===== src/rtl/piso_pkg.sv =====
// Shared types and sizing helpers for the piso_tx serializer.
// Defining PISO_TX_PARITY_EN adds one even-parity bit to each frame.
package piso_pkg;

`ifdef PISO_TX_PARITY_EN
    localparam bit PARITY_EN = 1'b1;
`else
    localparam bit PARITY_EN = 1'b0;
`endif

    typedef enum logic {
        ST_IDLE  = 1'b0,
        ST_SHIFT = 1'b1
    } state_t;

    function automatic int frame_len(input int width);
        return width + (PARITY_EN ? 1 : 0);
    endfunction

    // Counter must reach FLEN itself, hence the +1.
    function automatic int cnt_width(input int width);
        return $clog2(frame_len(width) + 1);
    endfunction

endpackage


===== src/rtl/piso_shreg.sv =====
// Load/shift register feeding the serializer.
// After a load, out_bit already presents the second bit of the word.
module piso_shreg #(
    parameter int WIDTH     = 8,
    parameter bit MSB_FIRST = 1'b1
) (
    input  logic             clk,
    input  logic             rst_n,
    input  logic             load,
    input  logic             shift,
    input  logic [WIDTH-1:0] d,
    output logic             out_bit
);

    logic [WIDTH-1:0] sr_q;
    logic [WIDTH-1:0] sr_d;

    // The first bit goes straight to ser_out at load time, so the register
    // stores the word rotated by one; the wrapped bit is never sent.
    generate
        if (MSB_FIRST) begin : g_msb
            always_comb begin
                sr_d = sr_q;
                if (load) begin
                    sr_d = {d[WIDTH-2:0], d[WIDTH-1]};
                end else if (shift) begin
                    sr_d = {sr_q[WIDTH-2:0], sr_q[WIDTH-1]};
                end
            end
            assign out_bit = sr_q[WIDTH-1];
        end else begin : g_lsb
            always_comb begin
                sr_d = sr_q;
                if (load) begin
                    sr_d = {d[0], d[WIDTH-1:1]};
                end else if (shift) begin
                    sr_d = {sr_q[0], sr_q[WIDTH-1:1]};
                end
            end
            assign out_bit = sr_q[0];
        end
    endgenerate

    always_ff @(posedge clk or negedge rst_n) begin
        if (!rst_n) begin
            sr_q <= '0;
        end else begin
            sr_q <= sr_d;
        end
    end

endmodule


===== src/rtl/piso_tx.sv =====
// Parallel-in serial-out transmitter with valid/ready input and gapless framing.
// Optional PISO_TX_PARITY_EN appends an even-parity bit after the data bits.
module piso_tx
    import piso_pkg::*;
#(
    parameter int WIDTH     = 8,
    parameter bit MSB_FIRST = 1'b1
) (
    input  logic             clk,
    input  logic             rst_n,
    input  logic [WIDTH-1:0] in_data,
    input  logic             in_valid,
    output logic             in_ready,
    output logic             ser_out,
    output logic             ser_valid,
    output logic             frame_start,
    output logic             busy
);

    localparam int              FLEN   = frame_len(WIDTH);
    localparam int              CW     = cnt_width(WIDTH);
    localparam logic [CW-1:0]   FLEN_C = CW'(FLEN);
    localparam logic [CW-1:0]   ONE_C  = CW'(1);

    state_t          state_q, state_d;
    logic [CW-1:0]   cnt_q, cnt_d;
    logic            ser_out_q, ser_out_d;
    logic            ser_valid_q, ser_valid_d;
    logic            frame_start_q, frame_start_d;

    logic            last_cnt;
    logic            accept;
    logic            first_bit;
    logic            sr_shift;
    logic            sr_bit;
    logic            next_bit;

    assign last_cnt  = (cnt_q == FLEN_C);
    assign in_ready  = (state_q == ST_IDLE) || last_cnt;
    assign accept    = in_ready && in_valid;
    assign first_bit = MSB_FIRST ? in_data[WIDTH-1] : in_data[0];
    assign sr_shift  = (state_q == ST_SHIFT) && !last_cnt;

    piso_shreg #(
        .WIDTH     (WIDTH),
        .MSB_FIRST (MSB_FIRST)
    ) u_shreg (
        .clk     (clk),
        .rst_n   (rst_n),
        .load    (accept),
        .shift   (sr_shift),
        .d       (in_data),
        .out_bit (sr_bit)
    );

`ifdef PISO_TX_PARITY_EN
    logic parity_q, parity_d;

    assign parity_d = accept ? ^in_data : parity_q;
    // The bit after the last data bit is the stored parity.
    assign next_bit = (cnt_q == CW'(WIDTH)) ? parity_q : sr_bit;

    always_ff @(posedge clk or negedge rst_n) begin
        if (!rst_n) begin
            parity_q <= 1'b0;
        end else begin
            parity_q <= parity_d;
        end
    end
`else
    assign next_bit = sr_bit;
`endif

    always_comb begin
        state_d       = state_q;
        cnt_d         = cnt_q;
        ser_out_d     = 1'b0;
        ser_valid_d   = 1'b0;
        frame_start_d = 1'b0;
        if (accept) begin
            state_d       = ST_SHIFT;
            cnt_d         = ONE_C;
            ser_out_d     = first_bit;
            ser_valid_d   = 1'b1;
            frame_start_d = 1'b1;
        end else if (state_q == ST_SHIFT) begin
            if (last_cnt) begin
                state_d = ST_IDLE;
                cnt_d   = '0;
            end else begin
                ser_out_d   = next_bit;
                ser_valid_d = 1'b1;
                cnt_d       = cnt_q + ONE_C;
            end
        end
    end

    always_ff @(posedge clk or negedge rst_n) begin
        if (!rst_n) begin
            state_q       <= ST_IDLE;
            cnt_q         <= '0;
            ser_out_q     <= 1'b0;
            ser_valid_q   <= 1'b0;
            frame_start_q <= 1'b0;
        end else begin
            state_q       <= state_d;
            cnt_q         <= cnt_d;
            ser_out_q     <= ser_out_d;
            ser_valid_q   <= ser_valid_d;
            frame_start_q <= frame_start_d;
        end
    end

    assign ser_out     = ser_out_q;
    assign ser_valid   = ser_valid_q;
    assign frame_start = frame_start_q;
    assign busy        = (state_q == ST_SHIFT);

endmodule


===== config.mk =====
export PLATFORM = sky130hd
export DESIGN_NAME = piso_tx
export DESIGN_NICKNAME = d
export VERILOG_FILES = /design/src/rtl/piso_pkg.sv /design/src/rtl/piso_shreg.sv /design/src/rtl/piso_tx.sv
export SDC_FILE = /design/constraint.sdc
export NUM_CORES = 1
export LEC_CHECK = 0
export BUFFER_PORTS_ARGS = -buffer_cell sky130_fd_sc_hd__buf_2
export CAP_MARGIN = 20
export CORE_ASPECT_RATIO = 1.1
export CORE_MARGIN = 2
export CORE_UTILIZATION = 51
export DETAILED_ROUTE_END_ITERATION = 16
export PLACE_DENSITY = 0.75
export SLEW_MARGIN = 20
export SYNTH_ARGS = -nofsm -noshare
export SYNTH_HDL_FRONTEND = slang
export SYNTH_SLANG_ARGS = --single-unit

===== constraint.sdc =====
create_clock -name clk -period 1.8 [get_ports clk]
set_input_delay 0.54 -clock clk [delete_from_list [all_inputs] [get_ports clk]]
set_output_delay 0.54 -clock clk [all_outputs]
set_load 0.01 [all_outputs]

==> summary.txt <==
Run status
  – Status: finished with violations
  – Failing checks: negative setup slack

GRT
  – Via count of the first global-routing pass: roughly 660
  – Gr usage total: 22.3%
  – Global-route wire length before repair: 2650 µm
  – Antenna violations before repair: 0
  – Grt ovf: 0
  – Maximum number of pins on one net before global-route repair: 19

Cells and area
  – Area grow syn2layout: 23.4%
  – Fillers: around 110
  – Share of cells above drive strength 1: between 30% and 40%
  – Final nets: 107
  – Most common cell after layout, fill and taps aside: dfrtp_1
  – FF+latch area: 375 µm²
  – Antenna cells: 0
  – Area of the multi-input gates: around 330 µm²
  – Highest-count cells in the layout ignoring fill and taps: dfrtp_1 (15), buf_2 (14), o21ai_0 (11)

Run
  – Max-cap violation count: 0

Placement
  – Post-DP HPWL: about 1100 µm
  – GP Congestion: 0.693
  – IO buf count: 15

STA
  – Worst Setup Slack, final: -0.0118 ns
  – Fmax: between 500 and 600 MHz
  – Slew Viols, Final: 0
  – Period utilization: 101%
  – Worst slew pin tran: 0.343 ns
  – Min Hold Slack: 0.141 ns
  – Final min period: 1.81 ns
  – Relative slew margins: approximately 77%
  – Final setup skew: about 0.00092 ns
  – Final Hold Vio Count: 0
  – RSZ-0062 raised after global routing: true
  – Final setup vio count: 1

Worst hold path
  – HP Class: input pin to asynchronous set/reset pin

Synth
  – Avg Synthesized Cell Area: between 10 and 15 µm²
  – Synthesis Warnings: 0
  – Syn nets: between 80 and 90
  – Seq/Total Area, Yosys: around half
  – Cells after Synth: 73
  – Synth cell types: 20
  – Flops & latches, synth: 15
  – Mapped Area: around 740 µm²

Worst setup path
  – CP required: roughly 1.3 ns
  – CP Cell Sequence: inv_2 -> ha_4 -> nand3b_4 -> and2_4 -> inv_4 -> buf_6
  – CP max stage delay: 0.41 ns
  – Critical path arrival: between 1 and 1.5 ns
  – Setup Crit Path Kind: flop to output pin
  – Setup crit end kind: output pin
  – CP max-delay cell: dfrtp_1
  – CP max FO: 2
  – CP startpoint kind: flop

Clock tree
  – CTS tree: yes
  – Clock buffer count from CTS: 3
  – CTS Root Cell: clkbuf_4
  – Clock slew at reported path FFs: 0.09 ns
  – Clock buffer depth: 2
  – Clock sinks: 15
  – H-Tree Depth: 1
  – Clock Latency Late Sink: a little under 0.3 ns

Power and ir drop
  – Maximum vdd drop: between 600 and 700 µV
  – Power Dens Cells: ~1600 mW/mm²
  – Sequential fraction of design power: 40.1%
  – Combinational Power Share: around 47%
  – Switch share: roughly 37%
  – Clock power share: a little over an eighth
  – Leak Pwr: 0.483 nW
  – Net Switching: about 530 µW
  – Final total power: approximately 1.5 mW
  – Pint: about 900 µW

Detailed routing
  – Final WL: around 1600 µm
  – Routed WL per cell: 14.7 µm
  – DRT iter0 DRCs: 9
  – Final ANT Viol Nets: 0
  – Vias/cell: 5.60
  – Number of detailed-route iterations in the first pass: 4
  – Final routed DRC violation total: 0
  – Total number of vias: slightly above 600

Die
  – Core Area: 0.00137 mm²
  – # IOs: 16
  – Full die area: ~0.0018 mm²
  – Initial Util: 54.3%
  – Die H: roughly 44 µm
  – Die width: 40.4 µm
  – Row cnt: 14
critical path, delay by kind of cell, from the launching register on:
kind / cells / cell delay (ns)
DFF: 1 / 0.41
buffers and inverters: 3 / 0.22
and+or+nand+nor: 2 / 0.22
adders and majority gates: 1 / 0.14
flip-flops by register name, summed over array words and instances, names as in the netlist:
| signal | flops |
|---|---|
| u_shreg.sr_q | 8 |
| ser_out | 1 |
| ser_valid | 1 |
| cnt_q | 4 |
| frame_start | 1 |
layer usage:
metal	GRT usage (%)	up-vias	wire, µm
met5	0	-	0
met1	23.8	293	674
li1	-	291	-
met2	38.1	20	806
met4	14.7	0	52
met3	3.59	6	66
cell type report:
cell class	instances	share of cell area, %
Sequential cell	15	41.0
Multi-Input combinational cell	47	36.5
Timing Repair Buffer	23	15.4
Clock buffer	3	2.46
Tap cell	16	2.19
Inverter	4	1.91
Clock inverter	1	0.546
power by group through the flow:
stage | registers [mW] | logic [mW] | clock network [mW]
finish | 0.583 | 0.675 | 0.195
global route | 0.597 | 0.772 | 0.213
CTS | 0.581 | 0.664 | 0.200
detailed placement | 0.592 | 0.518 | 0
global placement | 0.580 | 0.495 | 0
floorplan | 0.575 | 0.382 | 0
per-stage QoR:
| stage | cells | setup slack [ns] | util, % | instance area [µm²] | setup TNS, ns |
|---|---|---|---|---|---|
| finish | 109 | -0.0118 | 67.0 | 916 | -0.0118 |
| global route | 109 | -0.0738 | 67.0 | 916 | -0.0738 |
| CTS | 108 | -0.0152 | 66.5 | 908 | -0.0152 |
| detailed placement | 100 | 0.101 | 59.9 | 818 | 0 |
| global placement | 100 | 0.187 | 59.9 | 818 | 0 |
| floorplan | 73 | 0.192 | - | 742 | 0 |
cells by family (layout without fill, tap and decap cells):
family	Yosys count	count (layout)	share of synthesized area, %
AND/OR/NAND/NOR	21	21	15.0
AO/OA/AOI/OAI	15	15	11.3
flip-flops	15	15	50.6
buffers and inverters	11	31	7.59
multiplexers	9	9	12.1
adder cells (fa/ha/maj)	2	2	3.37
Yosys cell counts, drive strengths merged:
cell type  instances  share of area (%)
nand2              3                1.5
dfrtp             15                 51
clkbuf             2                1.0
nand3             10                6.7
mux2i              9                 12
o22ai              2                1.7
nand3b             1                1.5
o21ai             11                7.4
inv                4                2.0
a221o              1                1.3
nand2b             1               0.84
buf                5                4.6
a31oi              1               0.84
and2               2                1.7
nor2               2                1.0
ha                 2                3.4
nor2b              2                1.7
path summary, 6_finish.rpt:
kind	start	end	slack, ns	cells after the start
max	cnt_q[0]	in_ready	-0.01	6
min	rst_n	frame_start	0.14	1
max reg2reg	cnt_q[0]	ser_out	0.33	7
min reg2reg	u_shreg.sr_q[5]	u_shreg.sr_q[6]	0.52	2
max in group asynchronous	rst_n	u_shreg.sr_q[2]	1.41	1
min in group clk	u_shreg.sr_q[5]	u_shreg.sr_q[6]	0.52	2
repair_timing:
| action | 4_1_cts | 5_1_grt |
|---|---|---|
| hold buffers | 0 | 0 |
| gates resized for setup | 8 | 0 |
| setup buffers | 4 | 1 |
| pin swaps | 2 | 0 |
| setup endpoints to repair | 1 | 1 |
Power figures use the tool's default switching activity.
